--- src/rtl/pe_row_sched.sv ---
// Row scheduler for the sparse 1-D conv PE: header + nnz entries per row, one flush step per row.
// Latency: start to first read 1 cycle, row = nnz+3 cycles, done 1 cycle after the last flush.
// Backpressure: none; start is ignored while busy, pe_in passes in_data through combinationally.
module pe_row_sched #(
    parameter int ADDR_WIDTH_IN = 5,
    parameter int ADDR_WIDTH_O  = 5,
    parameter int FILTER_SIZE   = 5,
    parameter int MAX_NNZ       = 28,
    parameter int ROW_W         = 5
) (
    input  logic                     clk,
    input  logic                     rst,
    input  logic                     start,
    input  logic [ROW_W-1:0]         num_rows,
    input  logic [15:0]              in_data,
    output logic [ADDR_WIDTH_IN-1:0] in_addr,
    output logic                     in_en,
    output logic [15:0]              pe_in,
    output logic [4:0]               pe_cnt,
    input  logic [2:0]               pop_num,
    output logic [ADDR_WIDTH_O-1:0]  out_addr,
    output logic                     out_we,
    output logic                     row_fini,
    output logic                     busy,
    output logic                     done,
    output logic                     err_len
);
    localparam logic [2:0] S_IDLE   = 3'd0;
    localparam logic [2:0] S_PRIME  = 3'd1;
    localparam logic [2:0] S_HDR    = 3'd2;
    localparam logic [2:0] S_STREAM = 3'd3;
    localparam logic [2:0] S_FLUSH  = 3'd4;
    localparam logic [2:0] S_DONE   = 3'd5;

    localparam logic [7:0]              MAX_NNZ_W  = 8'(MAX_NNZ);
    localparam logic [ADDR_WIDTH_O-1:0] FILTER_INC = ADDR_WIDTH_O'(FILTER_SIZE);

    logic [2:0]               state;
    logic [ADDR_WIDTH_IN-1:0] rd_ptr;
    logic [7:0]               nnz;
    logic [7:0]               k;
    logic [ROW_W-1:0]         rows_left;
    logic                     err_q;

    logic [7:0] nnz_raw;
    logic [7:0] nnz_hdr;
    logic       hdr_clamp;

    assign nnz_raw   = in_data[15:8];
    assign hdr_clamp = (nnz_raw > MAX_NNZ_W);
    assign nnz_hdr   = hdr_clamp ? MAX_NNZ_W : nnz_raw;

    assign busy    = (state != S_IDLE);
    assign in_addr = rd_ptr;
    // The clamp is visible in the header cycle itself, then held by err_q.
    assign err_len = err_q | ((state == S_HDR) && hdr_clamp);

    always_comb begin
        in_en    = 1'b0;
        pe_in    = 16'd0;
        pe_cnt   = 5'd0;
        out_we   = 1'b0;
        row_fini = 1'b0;
        done     = 1'b0;
        case (state)
            S_PRIME: begin
                in_en = 1'b1;
            end
            S_HDR: begin
                pe_cnt = 5'd1;
                pe_in  = in_data;
                in_en  = (nnz_hdr != 8'd0);
            end
            S_STREAM: begin
                pe_cnt = 5'(k + 8'd1);
                pe_in  = in_data;
                in_en  = (k < nnz);
                out_we = (k >= 8'd2);
            end
            S_FLUSH: begin
                pe_cnt   = 5'(nnz + 8'd2);
                row_fini = 1'b1;
                out_we   = 1'b1;
            end
            S_DONE: begin
                done = 1'b1;
            end
            default: begin
            end
        endcase
    end

    always_ff @(posedge clk or negedge rst) begin
        if (!rst) begin
            state     <= S_IDLE;
            rd_ptr    <= '0;
            nnz       <= 8'd0;
            k         <= 8'd0;
            rows_left <= '0;
            out_addr  <= '0;
            err_q     <= 1'b0;
        end else begin
            case (state)
                S_IDLE: begin
                    if (start) begin
                        err_q <= 1'b0;
                        if (num_rows != '0) begin
                            rd_ptr    <= '0;
                            out_addr  <= '0;
                            rows_left <= num_rows;
                            state     <= S_PRIME;
                        end else begin
                            state <= S_DONE;
                        end
                    end
                end
                S_PRIME: begin
                    rd_ptr <= rd_ptr + ADDR_WIDTH_IN'(1);
                    state  <= S_HDR;
                end
                S_HDR: begin
                    nnz <= nnz_hdr;
                    if (hdr_clamp) begin
                        err_q <= 1'b1;
                    end
                    if (nnz_hdr != 8'd0) begin
                        rd_ptr <= rd_ptr + ADDR_WIDTH_IN'(1);
                        k      <= 8'd1;
                        state  <= S_STREAM;
                    end else begin
                        state <= S_FLUSH;
                    end
                end
                S_STREAM: begin
                    if (in_en) begin
                        rd_ptr <= rd_ptr + ADDR_WIDTH_IN'(1);
                    end
                    if (out_we) begin
                        out_addr <= out_addr + ADDR_WIDTH_O'(pop_num);
                    end
                    if (k == nnz) begin
                        state <= S_FLUSH;
                    end else begin
                        k <= k + 8'd1;
                    end
                end
                S_FLUSH: begin
                    out_addr  <= out_addr + FILTER_INC;
                    rows_left <= rows_left - ROW_W'(1);
                    state     <= (rows_left > ROW_W'(1)) ? S_PRIME : S_DONE;
                end
                S_DONE: begin
                    state <= S_IDLE;
                end
                default: begin
                    state <= S_IDLE;
                end
            endcase
        end
    end

endmodule
--- config.mk ---
export PLATFORM = sky130hd
export DESIGN_NAME = pe_row_sched
export DESIGN_NICKNAME = d
export VERILOG_FILES = /design/src/rtl/pe_row_sched.sv
export SDC_FILE = /design/constraint.sdc
export NUM_CORES = 1
export LEC_CHECK = 0
export ABC_AREA = 1
export BUFFER_PORTS_ARGS = -buffer_cell sky130_fd_sc_hd__buf_2
export CORE_MARGIN = 2
export CORE_UTILIZATION = 55
export CTS_CLUSTER_SIZE = 40
export DETAILED_ROUTE_END_ITERATION = 12
export GPL_ROUTABILITY_DRIVEN = 0
export PLACE_DENSITY_LB_ADDON = 0.3
export SLEW_MARGIN = 10
export SYNTH_ARGS = -nofsm -noshare
export SYNTH_HDL_FRONTEND = slang
export SYNTH_SLANG_ARGS = --single-unit
export TNS_END_PERCENT = 100
--- constraint.sdc ---
create_clock -name clk -period 5.4 [get_ports clk]
set_input_delay 1.08 -clock clk [delete_from_list [all_inputs] [get_ports clk]]
set_output_delay 1.08 -clock clk [all_outputs]
set_load 0.03 [all_outputs]
==> run_results.csv <==
group,metric,value,unit
cells_and_area,fin_area,0.00298,mm^2
cells_and_area,nets,458,
place,dp_cells,458,
route,wl_per_cell,12.7,um
floorplan,design.core.area,0.00441,mm^2
sta,period_share,61.1,%
grt,grt_max_degree,36,
setup_path,required,4320,ps
pwr,cellLeakagePower,0.00170,uW
cells_and_area,n_fill_cell,391,
logic_synthesis,postSynthCellCount,347,
cts,numCtsBuffers,5,
cts,ctsResizeCount,0,
setup_path,crit_family,"simple AND/OR/NAND/NOR gates",
route,wirelength,5900,um
logic_synthesis,synthesis.nets,392,
hold_path,min_path_type,"register to register",
setup_path,path_class,"input pin to output port",
pwr,vdd_drop_max,0.420,mV
logic_synthesis,synth_top_family_by_area,"simple AND/OR/NAND/NOR gates",
floorplan,rows,24,
floorplan,dieArea,0.00520,mm^2
floorplan,start_util,57.8,%
logic_synthesis,syn_area_per_cell,7.35,um^2
sta,holdWs,474,ps
cells_and_area,drive_gt1_share,24.2,%
logic_synthesis,ys_ff_latch,35,
sta,setup_viol,0,
sta,relSlewSlack,48.1,%
cts,root_buffer,"clkbuf_8",
outcome,status,"complete, no violations",
route,via_per_inst,5.29,
logic_synthesis,synth-edff-count,0,
cts,postCtsHoldBufs,0,
logic_synthesis,yosys.area_share.xor_xnor,1.37,%
setup_path,path_max_fanout,4,
grt,antenna_found_initial,0,
grt,grt_overflow,0,
run,cap_violations,0,
logic_synthesis,synth_cell_type_count,42,
hold_path,whs_path_depth,2,
cells_and_area,area.growth.synth_to_final,16.7,%
cells_and_area,final_common_cell,"nand2_1",
place,place_area,0.00290,mm^2
cts,cts_tree,"yes",
logic_synthesis,netlist_area,0.00255,mm^2
setup_path,worstSetupEndpointType,"output port",
cells_and_area,n_antenna_cell,0,
pwr,total_power,1690,uW
setup_path,slowest_delay,230,ps
floorplan,ios,64,
floorplan,die_h,72.1,um
cts,htreeDepth,2,
cts,numClockSinks,35,
setup_path,cp_num_buf_inv,2,
place,portBuffers,63,
sta,rsz0062_at_grt,"false",
route,remaining_drc_errors,0,
logic_synthesis,yosys.area_share.simple,32.0,%
setup_path,crit_chain,"buf_2, nor2_1, nand3_1, nor2_2, nor2_8, nor2_2, o21ai_0, buf_2",
sta,fin_crit,3300,ps
route,drtAntennaViolNets,0,
setup_path,arrival,2220,ps
logic_synthesis,synthAdderAreaFrac,9.13,%
cts,postCtsSetupBuffers,0,
cts,clkSlewWorstSetupHoldPaths,70,ps
logic_synthesis,yosys_warnings,0,
cts,clk_latency,290,ps
logic_synthesis,ys.flop_type,"dfrtp_1",
sta,clock.fmax,303,MHz
cts,cts_buffer_depth,2,
route,drtPass1Iterations,5,
setup_path,r2r_cells,12,
route,num_vias,2464,
pwr,power_density,568,mW/mm^2
cells_and_area,fin_cells,466,
logic_synthesis,synth_compound_area_share,12.6,%
sta,tns,0,ps
logic_synthesis,yosysSeqAreaShare,34.3,%
cells_and_area,multiInputGateArea,0.00141,mm^2
cells_and_area,seqCellArea,876,um^2
place,dp_hpwl,4550,um
grt,grt_pass1_vias,2326,
sta,tightest_slew,779,ps
sta,finClkSkew,2.87,ps
setup_path,crit_slowest_cell,"nor2_2",
sta,slew_violations,0,
sta,hold_viol,0,
logic_synthesis,ys_async_sr_fraction,100,%
setup_path,setup.worst_path.start_class,"input pin",
floorplan,die_w,72.1,um
cells_and_area,final_cell_mix,"75 x nand2_1, 63 x buf_2, 54 x inv_1",
route,dr.first_iter.drc_count,131,
setup_path,crit_cells,8,
grt,grt_pass1_wl,10100,um
grt,grt_usage,24.5,%
logic_synthesis,synth_mux_area_share,0,%
synth_stat cells, types with 2 or more instances:
cell / n / area (um^2)
nand2_1: 75 / 282
inv_1: 54 / 203
nor2_1: 44 / 165
dfrtp_1: 35 / 876
o21ai_0: 22 / 110
nand3_1: 21 / 105
ha_1: 17 / 213
a21oi_1: 10 / 50.1
nor3_1: 6 / 30.0
inv_2: 5 / 18.8
or2_2: 5 / 31.3
nor2_2: 4 / 25.0
xor2_1: 4 / 35.0
a21oi_2: 3 / 26.3
nand2_4: 3 / 33.8
nand4_1: 3 / 18.8
o22ai_1: 3 / 18.8
a22oi_1: 2 / 15.0
a31oi_1: 2 / 12.5
nand2_2: 2 / 12.5
nor2_4: 2 / 22.5
nor2_8: 2 / 40.0
o21ai_1: 2 / 10.0
o221ai_1: 2 / 17.5
o31ai_1: 2 / 15.0
tightest hold or removal path, cell delays in order, from the launching register on:
cell and delay [ps]:
dfrtp_1 350, nand2_1 60, inv_1 40
logic make-up (layout without fill, tap and decap cells):
logic type | count (synthesis) | count (layout)
adders and majority gates | 18 | 18
AOI/OAI and AO/OA | 53 | 53
DFF | 35 | 35
buffers and inverters | 65 | 132
and+or+nand+nor | 172 | 172
xor gates and xnor gates | 4 | 4
path summary, 6_finish.rpt:
path / startpoint / to / slack, ps
min in group asynchronous: rst / nnz[2] / 860
worst min-delay path: nnz[5] / nnz[5] / 470
worst min register to register: nnz[5] / nnz[5] / 470
max in group asynchronous: rst / out_addr[3] / 4050
worst max-delay path: in_data[8] / in_en / 2100
worst max register to register: state[0] / out_addr[4] / 2360
sequential cells by signal, indices dropped and copies added (netlist names):
register	cells
err_q	1
rows_left	5
out_addr	5
in_addr	5
nnz	8
state	3
k	8
power by group:
part / switching, uW / leakage [uW] / internal (uW) / total (uW)
Combinational: 719 / 0.00121 / 324 / 1040
Clock: 97.4 / 0.0000422 / 90.5 / 188
Sequential: 107 / 0.000450 / 351 / 458
metrics by stage:
step	util (%)	setup slack (ps)
after floorplan	-	2270
after global placement	65.6	2130
after detailed placement	65.6	2110
after CTS	67.4	2100
after global routing	67.4	1950
final	67.4	2100
final cells by class:
type	instances	share of cell area [%]
Multi-Input combinational cell	247	47.2
Clock inverter	1	0.168
Sequential cell	35	29.4
Timing Repair Buffer	63	10.6
Inverter	61	7.86
Clock buffer	7	2.56
Tap cell	52	2.19
metal layers:
metal  wire length (um)  vias to the layer above  track usage (%)
li1                   -                     1240                -
met1               2590                     1131             31.1
met2               2890                       86             41.4
met3                325                        7             5.00
met4                 89                        0             9.22
met5                  0                        -                0
Note: power is estimated with default switching activity, not from simulation.
